File: src/rtl/wisard_scorer_par.sv
// Parallel-lane WiSARD scorer: per-class popcount accumulation, end-of-frame snapshot, sequential argmax.
// Optional build macro WISARD_MARGIN_EN adds a margin output (best minus second-best score).
//
// state  | meaning
// IDLE   | waiting for an accepted eop beat to start a search
// SEARCH | scanning snapshot one class per cycle, index k = 0..N_CLASSES-1
// DONE   | result ready; waits for the output register to be free
module wisard_scorer_par #(
    parameter int N_CLASSES   = 10,
    parameter int CLASS_WIDTH = 4,
    parameter int LANES       = 4,
    parameter int COUNT_WIDTH = 12
) (
    input  logic                         clk,
    input  logic                         rst_n,
    input  logic                         sink_valid,
    output logic                         sink_ready,
    input  logic                         sop,
    input  logic                         eop,
    input  logic [LANES*N_CLASSES-1:0]   hits,
    input  logic [LANES-1:0]             lane_en,
    output logic                         source_valid,
    input  logic                         source_ready,
    output logic [CLASS_WIDTH-1:0]       class_result,
    output logic [COUNT_WIDTH-1:0]       max_score,
    output logic                         tie
`ifdef WISARD_MARGIN_EN
    ,
    output logic [COUNT_WIDTH-1:0]       margin
`endif
);

    localparam int INC_W = $clog2(LANES + 1);
    localparam logic [COUNT_WIDTH-1:0] SAT    = '1;
    localparam logic [CLASS_WIDTH-1:0] LAST_K = CLASS_WIDTH'(N_CLASSES - 1);

    typedef enum logic [1:0] {IDLE, SEARCH, DONE} state_t;

    state_t                 state, state_nxt;
    logic                   accept;
    logic                   search_step;
    logic                   load_result;
    logic [INC_W-1:0]       inc      [N_CLASSES];
    logic [COUNT_WIDTH:0]   sum      [N_CLASSES];
    logic [COUNT_WIDTH-1:0] cnt      [N_CLASSES];
    logic [COUNT_WIDTH-1:0] cnt_nxt  [N_CLASSES];
    logic [COUNT_WIDTH-1:0] snap     [N_CLASSES];
    logic                   snap_valid;
    logic [CLASS_WIDTH-1:0] k;
    logic [COUNT_WIDTH-1:0] best;
    logic [CLASS_WIDTH-1:0] best_idx;
    logic                   best_tie;
`ifdef WISARD_MARGIN_EN
    logic [COUNT_WIDTH-1:0] second;
`endif

    assign sink_ready = ~snap_valid;
    assign accept     = sink_valid & sink_ready;

    always_comb begin
        for (int j = 0; j < N_CLASSES; j++) begin
            inc[j] = '0;
            for (int l = 0; l < LANES; l++)
                inc[j] = inc[j] + INC_W'(hits[l*N_CLASSES+j] & lane_en[l]);
        end
    end

    // One extra bit on the sum detects overflow so the counter clamps instead of wrapping.
    always_comb begin
        for (int j = 0; j < N_CLASSES; j++) begin
            sum[j] = (sop ? {(COUNT_WIDTH+1){1'b0}} : {1'b0, cnt[j]})
                   + {{(COUNT_WIDTH+1-INC_W){1'b0}}, inc[j]};
            cnt_nxt[j] = sum[j][COUNT_WIDTH] ? SAT : sum[j][COUNT_WIDTH-1:0];
        end
    end

    always_ff @(posedge clk) begin
        if (!rst_n) begin
            for (int j = 0; j < N_CLASSES; j++) begin
                cnt[j]  <= '0;
                snap[j] <= '0;
            end
            snap_valid <= 1'b0;
        end else if (accept) begin
            for (int j = 0; j < N_CLASSES; j++)
                cnt[j] <= cnt_nxt[j];
            if (eop) begin
                for (int j = 0; j < N_CLASSES; j++)
                    snap[j] <= cnt_nxt[j];
                snap_valid <= 1'b1;
            end
        end else if (load_result) begin
            snap_valid <= 1'b0;
        end
    end

    always_ff @(posedge clk) begin
        if (!rst_n)
            state <= IDLE;
        else
            state <= state_nxt;
    end

    always_comb begin
        state_nxt   = state;
        search_step = 1'b0;
        load_result = 1'b0;
        case (state)
            IDLE: begin
                if (accept && eop)
                    state_nxt = SEARCH;
            end
            SEARCH: begin
                search_step = 1'b1;
                if (k == LAST_K)
                    state_nxt = DONE;
            end
            DONE: begin
                if (!source_valid || source_ready) begin
                    load_result = 1'b1;
                    state_nxt   = IDLE;
                end
            end
            default: state_nxt = IDLE;
        endcase
    end

    // Strict greater-than keeps the lowest index on equal scores.
    always_ff @(posedge clk) begin
        if (!rst_n) begin
            k        <= '0;
            best     <= '0;
            best_idx <= '0;
            best_tie <= 1'b0;
`ifdef WISARD_MARGIN_EN
            second   <= '0;
`endif
        end else if (search_step) begin
            k <= (k == LAST_K) ? '0 : k + CLASS_WIDTH'(1);
            if (k == '0) begin
                best     <= snap[k];
                best_idx <= '0;
                best_tie <= 1'b0;
`ifdef WISARD_MARGIN_EN
                second   <= '0;
`endif
            end else if (snap[k] > best) begin
                best     <= snap[k];
                best_idx <= k;
                best_tie <= 1'b0;
`ifdef WISARD_MARGIN_EN
                second   <= best;
`endif
            end else if (snap[k] == best) begin
                best_tie <= 1'b1;
`ifdef WISARD_MARGIN_EN
                second   <= best;
`endif
            end else begin
`ifdef WISARD_MARGIN_EN
                if (snap[k] > second)
                    second <= snap[k];
`endif
            end
        end
    end

    always_ff @(posedge clk) begin
        if (!rst_n) begin
            source_valid <= 1'b0;
            class_result <= '0;
            max_score    <= '0;
            tie          <= 1'b0;
`ifdef WISARD_MARGIN_EN
            margin       <= '0;
`endif
        end else if (load_result) begin
            source_valid <= 1'b1;
            class_result <= best_idx;
            max_score    <= best;
            tie          <= best_tie;
`ifdef WISARD_MARGIN_EN
            margin       <= best - second;
`endif
        end else if (source_ready) begin
            source_valid <= 1'b0;
        end
    end

endmodule

File: config.mk
export PLATFORM = sky130hd
export DESIGN_NAME = wisard_scorer_par
export DESIGN_NICKNAME = d
export VERILOG_FILES = /design/src/rtl/wisard_scorer_par.sv
export SDC_FILE = /design/constraint.sdc
export NUM_CORES = 1
export LEC_CHECK = 0
export CAP_MARGIN = 20
export CORE_MARGIN = 5
export CORE_UTILIZATION = 40
export CTS_CLUSTER_SIZE = 10
export DETAILED_ROUTE_END_ITERATION = 16
export GPL_TIMING_DRIVEN = 0
export HOLD_SLACK_MARGIN = 0.15
export PLACE_DENSITY = 0.62
export SYNTH_ARGS = -nofsm -noshare
export SYNTH_HDL_FRONTEND = slang
export SYNTH_SLANG_ARGS = --single-unit
File: constraint.sdc
create_clock -name clk -period 6.2 [get_ports clk]
set_input_delay 1.24 -clock clk [delete_from_list [all_inputs] [get_ports clk]]
set_output_delay 1.24 -clock clk [all_outputs]
set_load 0.05 [all_outputs]
==> results of run 1 <==
[stage by stage]
| stage | power [uW] | utilization | area (um^2) | hold slack [ns] |
|---|---|---|---|---|
| floorplan | 2640 | - | 15400 | 0.432 |
| global placement | 2850 | 0.436 | 16800 | 0.444 |
| detailed placement | 2850 | 0.437 | 16800 | 0.447 |
| CTS | 4780 | 0.465 | 17900 | 0.454 |
| global route | 4930 | 0.465 | 17900 | 0.471 |
| finish | 4750 | 0.465 | 17900 | 0.450 |
[worst max-delay path, delay by kind of cell]
kind	cells	cell delay, ns
buffers and inverters	5	2.43
adders and majority gates	2	0.94
and+or+nand+nor	4	0.84
AOI/OAI and AO/OA	1	0.49
xor gates and xnor gates	1	0.08
[cell usage in the layout (no fill, tap or decap), drive strengths merged, types with 7 or more instances in the layout]
cell type      count
a21boi            10
a21oi             82
a22oi             11
a31oi              8
and2              76
and3              19
and3b              7
buf               34
clkbuf            94
clkdlybuf4s50     66
dfxtp             46
edfxtp           240
fa                30
ha                22
inv               48
mux2i             31
mux4              24
nand2            146
nand2b            26
nand3             40
nand3b            10
nand4             12
nor2             134
nor2b             71
nor3              21
nor4               9
o2111ai           15
o211ai            24
o21ai             55
xnor2             20
xor2              43
[power by group through the flow]
| stage | clock network [uW] | registers, uW | logic (uW) |
|---|---|---|---|
| after floorplan | 0 | 2300 | 342 |
| after global placement | 0 | 2330 | 520 |
| after detailed placement | 0 | 2310 | 537 |
| after CTS | 1970 | 2280 | 539 |
| after global routing | 2060 | 2290 | 587 |
| final | 1930 | 2280 | 538 |
[cell families after synthesis]
group / Yosys count
AND/OR/NAND/NOR: 594
flip-flops: 286
AO/OA/AOI/OAI: 229
buffers and inverters: 118
XOR/XNOR: 63
multiplexers: 57
adder cells (fa/ha/maj): 52
[final cells by class]
type	count	area, um^2
fill	3600	20600
sequential	286	8130
multi-input combinational	995	6820
clock buffer	55	1020
timing repair buffer	68	716
tap	518	648
buffer	71	340
inverter	46	173
clock inverter	4	28.8
[Yosys cell counts, types with 9 or more instances]
master	instances
sky130_fd_sc_hd__dfxtp_1	46
sky130_fd_sc_hd__o21ai_0	39
sky130_fd_sc_hd__buf_2	17
sky130_fd_sc_hd__mux4_2	24
sky130_fd_sc_hd__mux2i_1	31
sky130_fd_sc_hd__edfxtp_1	240
sky130_fd_sc_hd__and2_1	75
sky130_fd_sc_hd__xnor2_1	20
sky130_fd_sc_hd__o21ai_2	9
sky130_fd_sc_hd__xor2_1	43
sky130_fd_sc_hd__o211ai_1	24
sky130_fd_sc_hd__nand3_1	40
sky130_fd_sc_hd__a21oi_1	81
sky130_fd_sc_hd__nand3b_1	10
sky130_fd_sc_hd__a22oi_1	11
sky130_fd_sc_hd__nand2b_1	26
sky130_fd_sc_hd__fa_1	30
sky130_fd_sc_hd__a21boi_0	10
sky130_fd_sc_hd__ha_1	22
sky130_fd_sc_hd__clkbuf_1	40
sky130_fd_sc_hd__nor2_1	134
sky130_fd_sc_hd__nand2_1	146
sky130_fd_sc_hd__nor2b_1	71
sky130_fd_sc_hd__nand4_1	11
sky130_fd_sc_hd__inv_1	45
sky130_fd_sc_hd__nor4_1	9
sky130_fd_sc_hd__o2111ai_1	15
sky130_fd_sc_hd__nor3_1	19
sky130_fd_sc_hd__and3_1	19
[state kept, by name, summed over array words and instances, names as in the netlist, 2 cells and up, named ones only]
signal,count
state,2
k,4
max_score,12
snap,120
best_idx,4
cnt,120
best,12
class_result,4
[worst max-delay path by stage]
stage | slack [ns] | end | start
final | 0.41 | snap[4][6] | sop
after global placement | -1.08 | cnt[2][7] | sink_valid
after global routing | 0.28 | snap[4][6] | sop
after floorplan | 1.29 | cnt[0][0] | sink_valid
after detailed placement | -0.69 | snap[4][6] | sop
after CTS | 0.51 | snap[4][6] | sop
[layer usage]
layer | share of wire | vias up | global-route usage
met5 | 0 | - | 0
met4 | 0.027 | 0 | 0.0599
met3 | 0.069 | 68 | 0.0359
met2 | 0.47 | 382 | 0.331
met1 | 0.43 | 5450 | 0.272
li1 | - | 5238 | -
==> results.sh, run 1 <==
export IMPL_hold_path_class="register to register"
export IMPL_synth_ff_latch_count=286
export IMPL_grt_antenna_before_repair=2
export IMPL_vdd_drop_max_mv=0.147
export IMPL_max_incr_delay_on_cp_ns=0.72
export IMPL_crit_path_max_fanout=19
export IMPL_postRouteAntennaNets=0
export IMPL_chipWidth_um=207
export IMPL_io_pin_count=69
export IMPL_layout_min_cycle_time_ns=5.79
export IMPL_place_port_buffers=66
export IMPL_cp_arrival_ns=6.04
export IMPL_critical_register_to_register_path_endpoint="best[6]"
export IMPL_netlist_top_cells_area="sky130_fd_sc_hd__edfxtp_1, sky130_fd_sc_hd__dfxtp_1, sky130_fd_sc_hd__fa_1"
export IMPL_routed_via_count=11138
export IMPL_finish_cell_count_without_fillers=2043
export IMPL_post_route_period_util=0.934
export IMPL_hold_violations=0
export IMPL_start_util=0.402
export IMPL_clock_latency_ns=0.53
export IMPL_worstMarginPinSlew_ns=0.955
export IMPL_synth_edff_count=240
export IMPL_whs_path_depth=2
export IMPL_drive_above_1_share=0.0780
export IMPL_muxShareOfSynthArea=0.0565
export IMPL_leftover_overflow_at_the_end_of_global_routing=0
export IMPL_dp_slack_ns=-0.688
export IMPL_final_setup_viol_count=0
export IMPL_rsz_0062_raised_after_global_routing="no"
export IMPL_timing_slew_headroom=0.363
export IMPL_yosys_most_used_dff="sky130_fd_sc_hd__edfxtp_1"
export IMPL_worst_hold_path_startpoint="class_result[2]"
export IMPL_synth_cells=1399
export IMPL_synth_area_per_cell_um2=11.0
export IMPL_rows=72
export IMPL_clockBufferDepth=3
export IMPL_grt_pass1_wl_um=64800
export IMPL_async_flop_share=0
export IMPL_cts_htree_levels=2
export IMPL_power_density_nw_per_um2=266
export IMPL_power_leakage_uw=0.00631
export IMPL_drv_slew=0
export IMPL_grt_start_max_net_pins=69
export IMPL_mappedNetlistNets=1501
export IMPL_drt_wirelength_per_cell_um=21.0
export IMPL_core_area_um2=38500
export IMPL_power_frac_comb=0.113
export IMPL_nNetsFinal=1606
export IMPL_detailed_place_hpwl_um=31000
export IMPL_critical_path_sink_type="register"
export IMPL_cp_slowest_cell="sky130_fd_sc_hd__clkbuf_1"
export IMPL_synth_top_cell_by_area="sky130_fd_sc_hd__edfxtp_1"
export IMPL_synth_area_um2=15400
export IMPL_intPower_uw=3550
export IMPL_cap_violations=0
export IMPL_clockPowerShare=0.407
export IMPL_clock_fmax_ghz=0.173
export IMPL_synth_xor_area_frac=0.0357
export IMPL_finalWorstSetupSlack_ns=0.410
export IMPL_worstHoldEndpoint="class_result[2]"
export IMPL_power_share_switching=0.253
export IMPL_synth_compound_area_share=0.0932
export IMPL_worst_case_clock_skew_ns=0.0223
export IMPL_path_cells="clkdlybuf4s50_1 > buf_2 > inv_1 > buf_2 > clkbuf_1 > nand2_1 > fa_1 > fa_1 > nand4bb_1 > nor2_1 > xor2_1 > a21boi_0 > nor2_1"
export IMPL_seq_power_share=0.480
export IMPL_power_net_switching_uw=1200
export IMPL_placed_instance_count=1985
export IMPL_cts_buffers_inserted=36
export IMPL_synth_yosys_warnings=0
export IMPL_synth_top_area_frac=0.467
export IMPL_setup_reg_to_reg_worst_slack_ns=2.62
export IMPL_synthAdderAreaFrac=0.0567
export IMPL_crit_path_start_kind="input pin"
export IMPL_final_routed_drc_violation_total=0
export IMPL_cts_root_buffer="sky130_fd_sc_hd__clkbuf_16"
export IMPL_combinational_family_with_the_most_area_after_synthesis="simple AND/OR/NAND/NOR gates"
export IMPL_tritoncts_num_sinks=286
export IMPL_start_to_end_type_of_the_worst_setup_path="input pin to register"
export IMPL_track_usage=0.201
export IMPL_areaGrowthSynthToFinish_pct=15.7
export IMPL_synth_cell_type_count=61
export IMPL_cp_required_ns=6.45
export IMPL_ctsResizeCount=0
export IMPL_seq_area_frac_synth=0.526
export IMPL_design_die_area_um2=42700
export IMPL_detail_route_vias_per_cell=5.45
export IMPL_setup_tns_final_ns=0
export IMPL_detailedRoute_firstIterationViolations=959
export IMPL_timing_reg2reg_worst_path_depth=12
export IMPL_tritoncts="done"
export IMPL_post_cts_setup_buffers=0
export IMPL_cts_hold_fix_buffers=0
export IMPL_status="finished, final reports clean"
export IMPL_worst_setup_hold_path_clk_slew_ns=0.05
export IMPL_gp_routability_congestion=0.888
export IMPL_die_height_um=207
export IMPL_vias_in_the_first_global_route=10972
export IMPL_firstDrtPassIters=5
export IMPL_wl_um=42900
export IMPL_insertedDiodeCount=0
export IMPL_synth_simple_gate_area_share=0.198
(Power assumes the default switching activity.)
==> run 2: changes to the inputs <==
- clock period: 6.2 -> 6.6 ns (I/O delays scaled with it)
==> run 2 against run 1 <==
Effect of this change: register-to-register slack gained 0.42 ns; clock-buffer cell count is the same; global-route usage grew 0.11 points; non-clock buffer count is the same; critical path depth is the same; final cell count is the same; final area is the same; die area is the same; clock power shrank 6%; critical endpoint unchanged; highest routed layer unchanged.
==> results.sh, run 2 (synthesis results as in run 1) <==
export IMPL_status="finished, final reports clean"
export IMPL_ctsResizeCount=0
export IMPL_grt_antenna_before_repair=2
export IMPL_place_port_buffers=66
export IMPL_post_cts_setup_buffers=0
export IMPL_cts_htree_levels=2
export IMPL_routed_top_layer="met4"
export IMPL_cp_arrival_ns=6.08
export IMPL_worst_case_clock_skew_ns=0.0265
export IMPL_cts_root_buffer="sky130_fd_sc_hd__clkbuf_16"
export IMPL_hold_path_class="register to register"
export IMPL_vias_in_the_first_global_route=10971
export IMPL_detailedRoute_firstIterationViolations=972
export IMPL_most_common_layout_cells="sky130_fd_sc_hd__edfxtp_1, sky130_fd_sc_hd__nand2_1, sky130_fd_sc_hd__nor2_1"
export IMPL_chipWidth_um=207
export IMPL_postPlaceCellArea_um2=16800
export IMPL_power_density_nw_per_um2=250
export IMPL_rsz_0062_raised_after_global_routing="no"
export IMPL_fillers=3600
export IMPL_clock_fmax_ghz=0.171
export IMPL_setup_tns_final_ns=0
export IMPL_finalWorstSetupSlack_ns=0.768
export IMPL_final_common_cell="sky130_fd_sc_hd__edfxtp_1"
export IMPL_layout_min_cycle_time_ns=5.83
export IMPL_drt_wirelength_per_cell_um=21.0
export IMPL_dp_slack_ns=-0.368
export IMPL_routed_via_count=11170
export IMPL_areaGrowthSynthToFinish_pct=15.7
export IMPL_clock_latency_ns=0.53
export IMPL_grt_pass1_wl_um=65100
export IMPL_cap_violations=0
export IMPL_final_setup_viol_count=0
export IMPL_core_area_um2=38500
export IMPL_cpLargestDelayFamily="buffers and inverters"
export IMPL_worst_hold_path_startpoint="class_result[2]"
export IMPL_start_to_end_type_of_the_worst_setup_path="input pin to register"
export IMPL_firstDrtPassIters=5
export IMPL_critical_path_sink_type="register"
export IMPL_gp_routability_congestion=0.888
export IMPL_start_util=0.402
export IMPL_regArea_um2=8130
export IMPL_tritoncts_num_sinks=286
export IMPL_leftover_overflow_at_the_end_of_global_routing=0
export IMPL_wl_um=42900
export IMPL_worst_setup_hold_path_clk_slew_ns=0.05
export IMPL_design_die_area_um2=42700
export IMPL_nNetsFinal=1606
export IMPL_rows=72
export IMPL_drive_above_1_share=0.0780
export IMPL_largestRegisters="cnt: 120 flops, snap: 120 flops"
export IMPL_grt_start_max_net_pins=69
export IMPL_met2_wirelength_um=20300
export IMPL_io_pin_count=69
export IMPL_cp_slowest_cell="sky130_fd_sc_hd__clkbuf_1"
export IMPL_die_height_um=207
export IMPL_postRouteAntennaNets=0
export IMPL_crit_path_start_kind="input pin"
export IMPL_drv_slew=0
export IMPL_track_usage=0.202
export IMPL_post_route_period_util=0.884
export IMPL_wl_met3_um=3340
export IMPL_cts_buffers_inserted=36
export IMPL_vdd_drop_max_mv=0.136
export IMPL_tritoncts="done"
export IMPL_cp_required_ns=6.85
export IMPL_setup_reg_to_reg_worst_slack_ns=3.04
export IMPL_whs_ns=0.450
export IMPL_hold_violations=0
export IMPL_worstMarginPinSlew_ns=0.988
export IMPL_routedLengthMet1_um=18200
export IMPL_path_cells="clkdlybuf4s50_1 > buf_2 > inv_1 > buf_2 > clkbuf_1 > nand2_1 > fa_1 > fa_1 > nand4bb_1 > nor2_1 > xor2_1 > a21boi_0 > nor2_1"
export IMPL_multiInputGateArea_um2=6820
export IMPL_final_routed_drc_violation_total=0
export IMPL_crit_path_max_fanout=19
export IMPL_detailed_place_hpwl_um=31000
export IMPL_cts_hold_fix_buffers=0
export IMPL_timing_critical_path_buf_inv=5
export IMPL_design_area_um2=17900
export IMPL_max_incr_delay_on_cp_ns=0.71
export IMPL_clockBufferDepth=3
export IMPL_timing_slew_headroom=0.341
export IMPL_power_leakage_uw=0.00631
export IMPL_timing_critical_path_from="sop"
export IMPL_insertedDiodeCount=0
export IMPL_detail_route_vias_per_cell=5.47
run 2: cell counts in the layout (fill, tap and decap cells not counted):
No cell type changed its count.
run 2: path summary, 6_finish.rpt:
path | to | depth (start not counted)
max | snap[4][6] | 13
min | class_result[2] | 2
max reg2reg | best[6] | 12
min reg2reg | class_result[2] | 2
run 2: layout make-up:
class                   count  share of cell area
clock buffers              55              0.0573
well taps                 518              0.0363
multi-input cells         995               0.381
flip-flops and latches    286               0.455
plain buffers              71              0.0190
repair buffers             68              0.0400
clock inverters             4             0.00161
inverters                  46             0.00966
run 2: routing by layer:
metal  vias to the layer above  GRT usage
li1                       5229          -
met1                      5463      0.274
met4                         0     0.0599
met3                        63     0.0359
met2                       415      0.333
met5                         -          0
run 2: through the flow:
step,total power (uW),util,instances
2_1_floorplan,2480,-,1399
4_1_cts,4500,0.465,2044
3_5_place_dp,2680,0.437,1985
3_3_place_gp,2680,0.436,1983
5_1_grt,4630,0.465,2043
6_report,4460,0.465,2043
run 2: worst register-to-register path, delay by kind of cell, from the launching register on:
family / cells / cell delay, ns
buffers and inverters: 4 / 1.10
multiplexers: 2 / 0.59
AO/OA/AOI/OAI: 3 / 0.77
AND/OR/NAND/NOR: 2 / 0.34
adder cells (fa/ha/maj): 1 / 0.34
flip-flops: 1 / 0.36
run 2: report_power, final:
part	internal, uW	switching (uW)	total, uW	leakage (uW)
clock network	1070	752	1820	0.000512
logic	194	311	506	0.00284
registers	2070	65.1	2140	0.00296
total	3340	1130	4460	0.00631
